<file path="src/rtl/clk_div_pkg.sv">
// Shared types and helpers for the multi-channel clock divider.
package clk_div_pkg;

    // Counter / half-period width used by every channel slice
    localparam int unsigned CFG_W  = 16;
    localparam int unsigned HP_MAX = (32'd1 << CFG_W) - 32'd1;

    // Per-channel configuration payload: half-period and phase offset
    typedef struct packed {
        logic [CFG_W-1:0] hp;
        logic [CFG_W-1:0] phase;
    } chan_cfg_t;

    // Register select on the write port
    typedef enum logic {
        SEL_HP    = 1'b0,
        SEL_PHASE = 1'b1
    } wr_sel_e;

    // Reset-default half-period in input cycles, clamped to 1..HP_MAX
    function automatic logic [CFG_W-1:0] def_hp(input int unsigned in_khz,
                                                 input int unsigned out_khz);
        int unsigned q;
        q = (out_khz == 32'd0) ? 32'd1 : in_khz / (32'd2 * out_khz);
        if (q == 32'd0) begin
            q = 32'd1;
        end else if (q > HP_MAX) begin
            q = HP_MAX;
        end
        return CFG_W'(q);
    endfunction

endpackage

</file>
<file path="src/rtl/clk_div_channel.sv">
// One divider slice: counter, active/shadow half-period, optional phase
// offset, registered out_clk and rise strobe.
// Optional feature: MULTI_CLK_DIVIDER_PHASE_EN adds the phase register.
module clk_div_channel
    import clk_div_pkg::*;
#(
    parameter logic [CFG_W-1:0] DEF_HP = CFG_W'(26)
) (
    input  logic             in_clk,
    input  logic             reset_n,
    input  logic             en,
    input  logic             sync,
    input  logic             wr_hp,
`ifdef MULTI_CLK_DIVIDER_PHASE_EN
    input  logic             wr_phase,
`endif
    input  logic [CFG_W-1:0] wr_data,
    output logic             out_clk,
    output logic             rise_stb
);

    logic [CFG_W-1:0] cnt_q;
    logic [CFG_W-1:0] act_hp_q;
    logic [CFG_W-1:0] shadow_hp_q;
    chan_cfg_t        cfg_c;
    logic [CFG_W-1:0] sync_cnt_c;
    logic             at_end_c;

    // Effective config this cycle: a same-cycle hp write is seen by sync/toggle
    assign cfg_c.hp = (wr_hp && (wr_data != '0)) ? wr_data : shadow_hp_q;

`ifdef MULTI_CLK_DIVIDER_PHASE_EN
    logic [CFG_W-1:0] phase_q;

    // Phase offset register; only consumed at the next sync
    always_ff @(posedge in_clk) begin
        if (!reset_n) begin
            phase_q <= '0;
        end else if (wr_phase) begin
            phase_q <= wr_data;
        end
    end

    assign cfg_c.phase = phase_q;
`else
    assign cfg_c.phase = '0;
`endif

    // Sync start point clamped so the counter never exceeds A-1
    assign sync_cnt_c = (cfg_c.phase < cfg_c.hp) ? cfg_c.phase : cfg_c.hp - CFG_W'(1);
    assign at_end_c   = (cnt_q == act_hp_q - CFG_W'(1));

    // Counter, half-period registers and outputs; sync beats en, en beats counting
    always_ff @(posedge in_clk) begin
        if (!reset_n) begin
            cnt_q       <= '0;
            act_hp_q    <= DEF_HP;
            shadow_hp_q <= DEF_HP;
            out_clk     <= 1'b0;
            rise_stb    <= 1'b0;
        end else begin
            shadow_hp_q <= cfg_c.hp;
            if (sync) begin
                cnt_q    <= sync_cnt_c;
                act_hp_q <= cfg_c.hp;
                out_clk  <= 1'b0;
                rise_stb <= 1'b0;
            end else if (!en) begin
                cnt_q    <= '0;
                act_hp_q <= cfg_c.hp;
                out_clk  <= 1'b0;
                rise_stb <= 1'b0;
            end else if (at_end_c) begin
                cnt_q    <= '0;
                act_hp_q <= cfg_c.hp;
                out_clk  <= ~out_clk;
                rise_stb <= ~out_clk;
            end else begin
                cnt_q    <= cnt_q + CFG_W'(1);
                rise_stb <= 1'b0;
            end
        end
    end

endmodule

</file>
<file path="src/rtl/multi_clk_divider.sv">
// NUM_CH-channel programmable clock divider with common phase-aligned restart.
// Optional feature: define MULTI_CLK_DIVIDER_PHASE_EN for per-channel phase offsets.
// CNT_W must match clk_div_pkg::CFG_W (the channel slice width).
module multi_clk_divider
    import clk_div_pkg::*;
#(
    parameter  int unsigned NUM_CH       = 4,
    parameter  int unsigned CNT_W        = CFG_W,
    parameter  int unsigned IN_FREQ_KHZ  = 16000,
    parameter  int unsigned OUT_FREQ_KHZ = 300,
    localparam int unsigned CH_W         = (NUM_CH > 1) ? $clog2(NUM_CH) : 1
) (
    input  logic              in_clk,
    input  logic              reset_n,
    input  logic [NUM_CH-1:0] en,
    input  logic              sync,
    input  logic              wr_en,
    input  logic [CH_W-1:0]   wr_ch,
    input  logic              wr_sel,
    input  logic [CNT_W-1:0]  wr_data,
    output logic [NUM_CH-1:0] out_clk,
    output logic [NUM_CH-1:0] rise_stb
);

    localparam logic [CFG_W-1:0] DEF_HP = def_hp(IN_FREQ_KHZ, OUT_FREQ_KHZ);

    logic hp_wr_c;

    // Register-select decode shared by all channels
    assign hp_wr_c = wr_en && (wr_sel_e'(wr_sel) == SEL_HP);

`ifdef MULTI_CLK_DIVIDER_PHASE_EN
    logic ph_wr_c;
    assign ph_wr_c = wr_en && (wr_sel_e'(wr_sel) == SEL_PHASE);
`endif

    // One slice per channel; out-of-range wr_ch matches no slice
    for (genvar i = 0; i < int'(NUM_CH); i++) begin : g_ch
        logic hit_c;
        assign hit_c = (wr_ch == CH_W'(i));

        clk_div_channel #(
            .DEF_HP (DEF_HP)
        ) u_ch (
            .in_clk   (in_clk),
            .reset_n  (reset_n),
            .en       (en[i]),
            .sync     (sync),
            .wr_hp    (hp_wr_c && hit_c),
`ifdef MULTI_CLK_DIVIDER_PHASE_EN
            .wr_phase (ph_wr_c && hit_c),
`endif
            .wr_data  (wr_data),
            .out_clk  (out_clk[i]),
            .rise_stb (rise_stb[i])
        );
    end

endmodule
</file>
<file path="config.mk">
export PLATFORM = sky130hd
export DESIGN_NAME = multi_clk_divider
export DESIGN_NICKNAME = d
export VERILOG_FILES = /design/src/rtl/clk_div_pkg.sv /design/src/rtl/clk_div_channel.sv /design/src/rtl/multi_clk_divider.sv
export SDC_FILE = /design/constraint.sdc
export NUM_CORES = 1
export LEC_CHECK = 0
export CORE_MARGIN = 5
export CORE_UTILIZATION = 25
export DETAILED_ROUTE_END_ITERATION = 8
export GPL_TIMING_DRIVEN = 0
export PLACE_DENSITY = 0.49
export SKIP_LAST_GASP = 1
export SLEW_MARGIN = 10
export SYNTH_ARGS = -nofsm -noshare
export SYNTH_HDL_FRONTEND = slang
export SYNTH_SLANG_ARGS = --single-unit
export TNS_END_PERCENT = 50
</file>
<file path="constraint.sdc">
create_clock -name in_clk -period 10.2 [get_ports in_clk]
set_clock_uncertainty 0.2 [all_clocks]
set_input_delay 1.53 -clock in_clk [delete_from_list [all_inputs] [get_ports in_clk]]
set_output_delay 1.53 -clock in_clk [all_outputs]
set_load 0.02 [all_outputs]
</file>
Yosys cells after proc, flatten, opt, wreduce, memory -nomap -nowiden

Cells that the tools add are included.

Bits in registers: 200
Input port bits: 27
Logic and storage cells: 112

$add $sub $neg: 12
Order comparisons: 4
Equal/unequal tests: 11
Muxes and demuxes: 32
Bitwise logic cells: 14
Reduce and logical (&&, ||, !) cells: 19

Operators by type and width:

| cell                                                       | number |
|---|---|
| 2-to-1 mux 16 bit                                          | 32 |
| subtractor 16 x 1 -> 16 bit, second input constant         | 8 |
| adder 16 x 1 -> 16 bit, second input constant              | 4 |
| equality test 16 bit                                       | 4 |
| less-than comparator 1 x 16 -> 1 bit, first input constant | 4 |
| nonzero test 16 bit                                        | 1 |
| OR reduction 4 bit                                         | 4 |
| NOT 1 bit                                                  | 14 |
| inequality test 3 x 1 -> 1 bit, second input constant      | 4 |
| OR reduction 3 bit                                         | 4 |
| logical AND 1 bit                                          | 9 |
| equality test 2 bit, second input constant                 | 2 |
| equality test 2 x 1 -> 1 bit, second input constant        | 1 |
| logical NOT 2 bit                                          | 1 |

Longest topological paths before layout

Word-level depth: 8
Mapped depth: 12
Depth with buffers taken out: 9

Modules after synthesis

From an unflattened synthesis, not the netlist that was laid out.

Cells, all modules: 1375
Area, all modules: 11925.2 sq um

Modules (own cells, without submodules):

| module                              | instances | cells an instance | area each (sq um) | seq. area each (sq um) |
|---|---|---|---|---|
| clk_div_channel at g_ch[1].u_ch ... | 2         | 369               | 3109.2            | 1001.0 |
| clk_div_channel at g_ch[0].u_ch     | 1         | 321               | 2834.0            | 1001.0 |
| clk_div_channel at g_ch[3].u_ch     | 1         | 312               | 2822.7            | 1001.0 |
| multi_clk_divider                   | 1         | 4                 | 50.0              | 0.0 |

Worst setup path after synthesis

Ideal clock, no wire load.

Path kind: input port to flip-flop
From: in wr_data[8]
To: reg g_ch[3].u_ch.cnt_q[5]
Library setup time: 75 ps
Arrival: 4046 ps
Required time: 9925 ps
Setup slack: 5880 ps
Stages on the path: 10
Cells stage by stage: or4_1 nor3_1 a311o_1 buf_2 mux2_2 inv_1 ha_1 nand4_1 a211o_1 o21ai_0

Word-level cells in the longest chain between the ends: 6
Elaborated cells on any way between the ends: 7
Classes of those cells: add/sub (1); order compare (1); mux (3); reduce/logical (2)

RTL lines:

| element                                                                             | line                    | text |
|---|---|---|
| from (decl)                                                                         | multi_clk_divider.sv:20 | `input logic [CNT_W-1:0] wr_data,` |
| nonzero test 16 bit                                                                 | clk_div_channel.sv:30   | `assign cfg_c.hp = (wr_hp && (wr_data != '0)) ? wr_data : shadow_hp_q;` |
| logical AND 1 bit                                                                   | clk_div_channel.sv:30   |  |
| 2-to-1 mux 16 bit *                                                                 | clk_div_channel.sv:30   |  |
| subtractor 16 x 1 -> 16 bit or less-than comparator 1 x 16 -> 1 bit (tied branches) | clk_div_channel.sv:50   | `assign sync_cnt_c = (cfg_c.phase < cfg_c.hp) ? cfg_c.phase : cfg_c.hp - CFG_W'(1);` |
| 2-to-1 mux 16 bit *                                                                 | clk_div_channel.sv:50   |  |
| 2-to-1 mux 16 bit *                                                                 | clk_div_channel.sv:63   | `if (sync) begin` |
| to (signal assigned)                                                                | clk_div_channel.sv:64   | `cnt_q <= sync_cnt_c;` |
| to (signal assigned)                                                                | clk_div_channel.sv:79   | `cnt_q <= cnt_q + CFG_W'(1);` |
| to (decl)                                                                           | clk_div_channel.sv:22   | `logic [CFG_W-1:0] cnt_q;` |

Every way passes the cells marked *; elsewhere a longest branch is shown, timed or not.
A chain may end at the register's enable or synchronous reset.

Worst setup path after layout

From: in wr_data[3]
To: reg g_ch[1].u_ch.cnt_q[13]

Word-level cells in the longest chain between the ends: 6
Elaborated cells on any way between the ends: 7
Classes of those cells: add/sub (1); order compare (1); mux (3); reduce/logical (2)

RTL lines:

| element                                                                             | line |
|---|---|
| nonzero test 16 bit                                                                 | clk_div_channel.sv:30 |
| logical AND 1 bit                                                                   | clk_div_channel.sv:30 |
| 2-to-1 mux 16 bit *                                                                 | clk_div_channel.sv:30 |
| subtractor 16 x 1 -> 16 bit or less-than comparator 1 x 16 -> 1 bit (tied branches) | clk_div_channel.sv:50 |
| 2-to-1 mux 16 bit *                                                                 | clk_div_channel.sv:50 |
| 2-to-1 mux 16 bit *                                                                 | clk_div_channel.sv:63 |
| to (signal assigned)                                                                | clk_div_channel.sv:64 |
| to (signal assigned)                                                                | clk_div_channel.sv:79 |
| to (decl)                                                                           | clk_div_channel.sv:22 |

Marked as above.

==> summary.txt <==
Run status
  • Status: finished, final reports clean

Synth
  • Synth async-reset ratio: 0%
  • Main synth FF type: dfxtp_1
  • Mapped Avg Cell Area: 9.05 sq um
  • Mapped Cells: 1162
  • Net count after synthesis: 1201
  • Post-synth EDFFs: 0
  • Synthesis warning total: 0
  • Seq cells post-synth: 200
  • Synth Cell Area: 10500 sq um
  • Post-synth cell types: 84
  • Register area share after synthesis: 38.1%

Final layout
  • Share of layout cells above drive strength 1: 8.22%
  • Nets: 1254
  • Commonest non-fill, non-tap cell in the layout: dfxtp_1
  • Final core utilization: 29.1%
  • Fillers: 4424
  • Post-Layout Cell Count: 1767
  • Cell area after layout: 12100 sq um
  • Commonest non-fill, non-tap cells in the layout: 200 x dfxtp_1, 107 x nor2_1, 76 x xnor2_1
  • # diodes: 0
  • Area of the multi-input gates: 6090 sq um
  • Reg area: 4000 sq um
  • P&R area growth vs syn: 15.5%

Min path
  • Worst hold path stage count: 1
  • Hold/Removal Path Class: reg2reg

Timing
  • Final period util: 53.3%
  • Final setup fails: 0
  • WHS: 293 ps
  • Slew HR: 30.4%
  • Max Slew Vio Count: 0
  • Pin slew with the least headroom to its limit: 1030 ps
  • Fin crit period: 5430 ps
  • Final worst slack: 4770 ps
  • F_max: 184 MHz
  • RSZ-0062 raised after global routing: no
  • Final setup TNS: 0 ps
  • Final hold violation count: 0

Global routing
  • Total Routing Usage GR: 12.6%
  • Grt ovf: 0
  • Initial antenna violation count: 0
  • Global-route wire length before repair: 47200 um
  • Largest net degree at the start of global routing: 19
  • Vias in the first global route: 8420

Placed design
  • Number of port buffers: 34
  • Placed insts: 1735
  • RD Place Congestion: 0.871
  • Worst Setup Slack post-DPL: 4250 ps
  • Dpl hpwl: 22500 um
  • Placed Area: 11500 sq um

Route
  • Routed WL: 29600 um
  • Post-route ant nets: 0
  • Initial DRC Count: 557
  • Via count: 8734
  • First drt pass iteration count: 5
  • Vias per std cell: 4.94
  • WL/cell: 16.7 um
  • DRC Markers: 0

Critical path
  • CP Capture Type: flip-flop
  • Crit Path Class: in2reg
  • Worst-path fanout max: 10
  • Critical Path Source Type: primary input
  • WP data required: 10360 ps
  • WP data arrival: 5590 ps
  • Path depth of the worst reg2reg path: 8

CTS
  • H-Tree Depth: 4
  • # resized after CTS: 0
  • Clk sink count: 200
  • Hold_buf cts: 0
  • Setup repair bufs after CTS: 0
  • CTS Buffer Depth: 2
  • Clk Latency, worst-skew pair: 450 ps
  • CTS tree: built
  • TritonCTS Buffers: 17
  • Clock slew at reported path FFs: 80 ps
  • Root Buffer: clkbuf_16

Floorplanning
  • Die Area: 46300 sq um
  • Die width: 215 um
  • Die Ht: 215 um
  • Core ar.: 41800 sq um
  • I/O pins: 35
  • Row count: 75
  • Starting Density: 25.2%

Pwr
  • PnR Total Power: 1.66 mW
  • PD cells: 137 nW/um^2
  • VDD IR max: 0.000110 V
  • Pleak: 4.22 nW

Run
  • Max Cap Viol: 0
## where the power goes
| group | internal, mW | total (mW) | switching, mW |
|---|---|---|---|
| Combinational | 0.0534 | 0.134 | 0.0804 |
| Clock | 0.383 | 0.718 | 0.335 |
| Sequential | 0.796 | 0.813 | 0.0168 |
## logic make-up (layout without fill, tap and decap cells)
logic type,count (synthesis),count (layout),synth area share (%)
simple gates,408,408,20.9
compound gates,227,227,16.2
flops,200,200,38.1
xor+xnor,132,132,11.0
buf+inv,97,163,4.02
mux,86,86,8.39
fa+ha+maj,12,12,1.43
## metal layers
| metal | GRT usage [%] | vias to the layer above | wire length [um] |
|---|---|---|---|
| li1 | - | 4335 | - |
| met1 | 17.6 | 4242 | 14700 |
| met2 | 20.3 | 130 | 13600 |
| met3 | 1.97 | 27 | 855 |
| met4 | 3.20 | 0 | 392 |
| met5 | 0 | - | 0 |
## flip-flops by register name (all words and copies together), names as in the netlist
register / flops
g_ch.u_ch.cnt_q: 64
g_ch.u_ch.shadow_hp_q: 64
g_ch.u_ch.rise_stb: 4
g_ch.u_ch.act_hp_q: 64
g_ch.u_ch.out_clk: 4
## synth_stat cells (7+ instances only)
cell type	instances	area, sq um
a211oi_1	18	135
a21oi_1	16	80.1
a31oi_1	11	68.8
and2_1	21	131
and3_1	17	106
and4_1	7	61.3
buf_4	9	67.6
clkbuf_1	43	161
dfxtp_1	200	4000
ha_1	12	150
inv_1	31	116
mux2_2	15	169
mux2i_1	69	691
nand2_1	53	199
nand2b_1	13	81.3
nand3_1	60	300
nand4_1	19	119
nor2_1	107	402
nor2b_1	12	75.1
nor3_1	23	115
nor4_1	24	150
o21ai_0	44	220
o22a_1	21	184
o22ai_1	7	43.8
o2bb2ai_1	19	166
o31ai_1	18	135
or3_1	10	62.6
or4_1	9	67.6
xnor2_1	76	666
xor2_1	56	490
## final timing paths
path | to | startpoint | slack, ps
max reg2reg | g_ch[1].u_ch.cnt_q[13] | g_ch[1].u_ch.act_hp_q[0] | 6560
min | g_ch[3].u_ch.rise_stb | g_ch[3].u_ch.out_clk | 290
min reg2reg | g_ch[3].u_ch.rise_stb | g_ch[3].u_ch.out_clk | 290
max | g_ch[1].u_ch.cnt_q[13] | wr_data[3] | 4770
## layout make-up
class,instances,share of cell area (%)
Buffer,66,2.52
Clock buffer,19,3.73
Clock inverter,13,1.31
Inverter,31,0.958
Multi-Input combinational cell,865,50.2
Sequential cell,200,33.0
Tap cell,539,5.55
Timing Repair Buffer,34,2.80
## worst max-delay path: stages
cell and delay (ps):
clkdlybuf4s50_1 660, nor3_1 320, nor3b_1 800, a311oi_1 190, clkbuf_1 350, mux2i_1 430, ha_1 220, nand4_1 400
a211o_1 550, o21ai_0 130
Power figures use the tool's default switching activity.
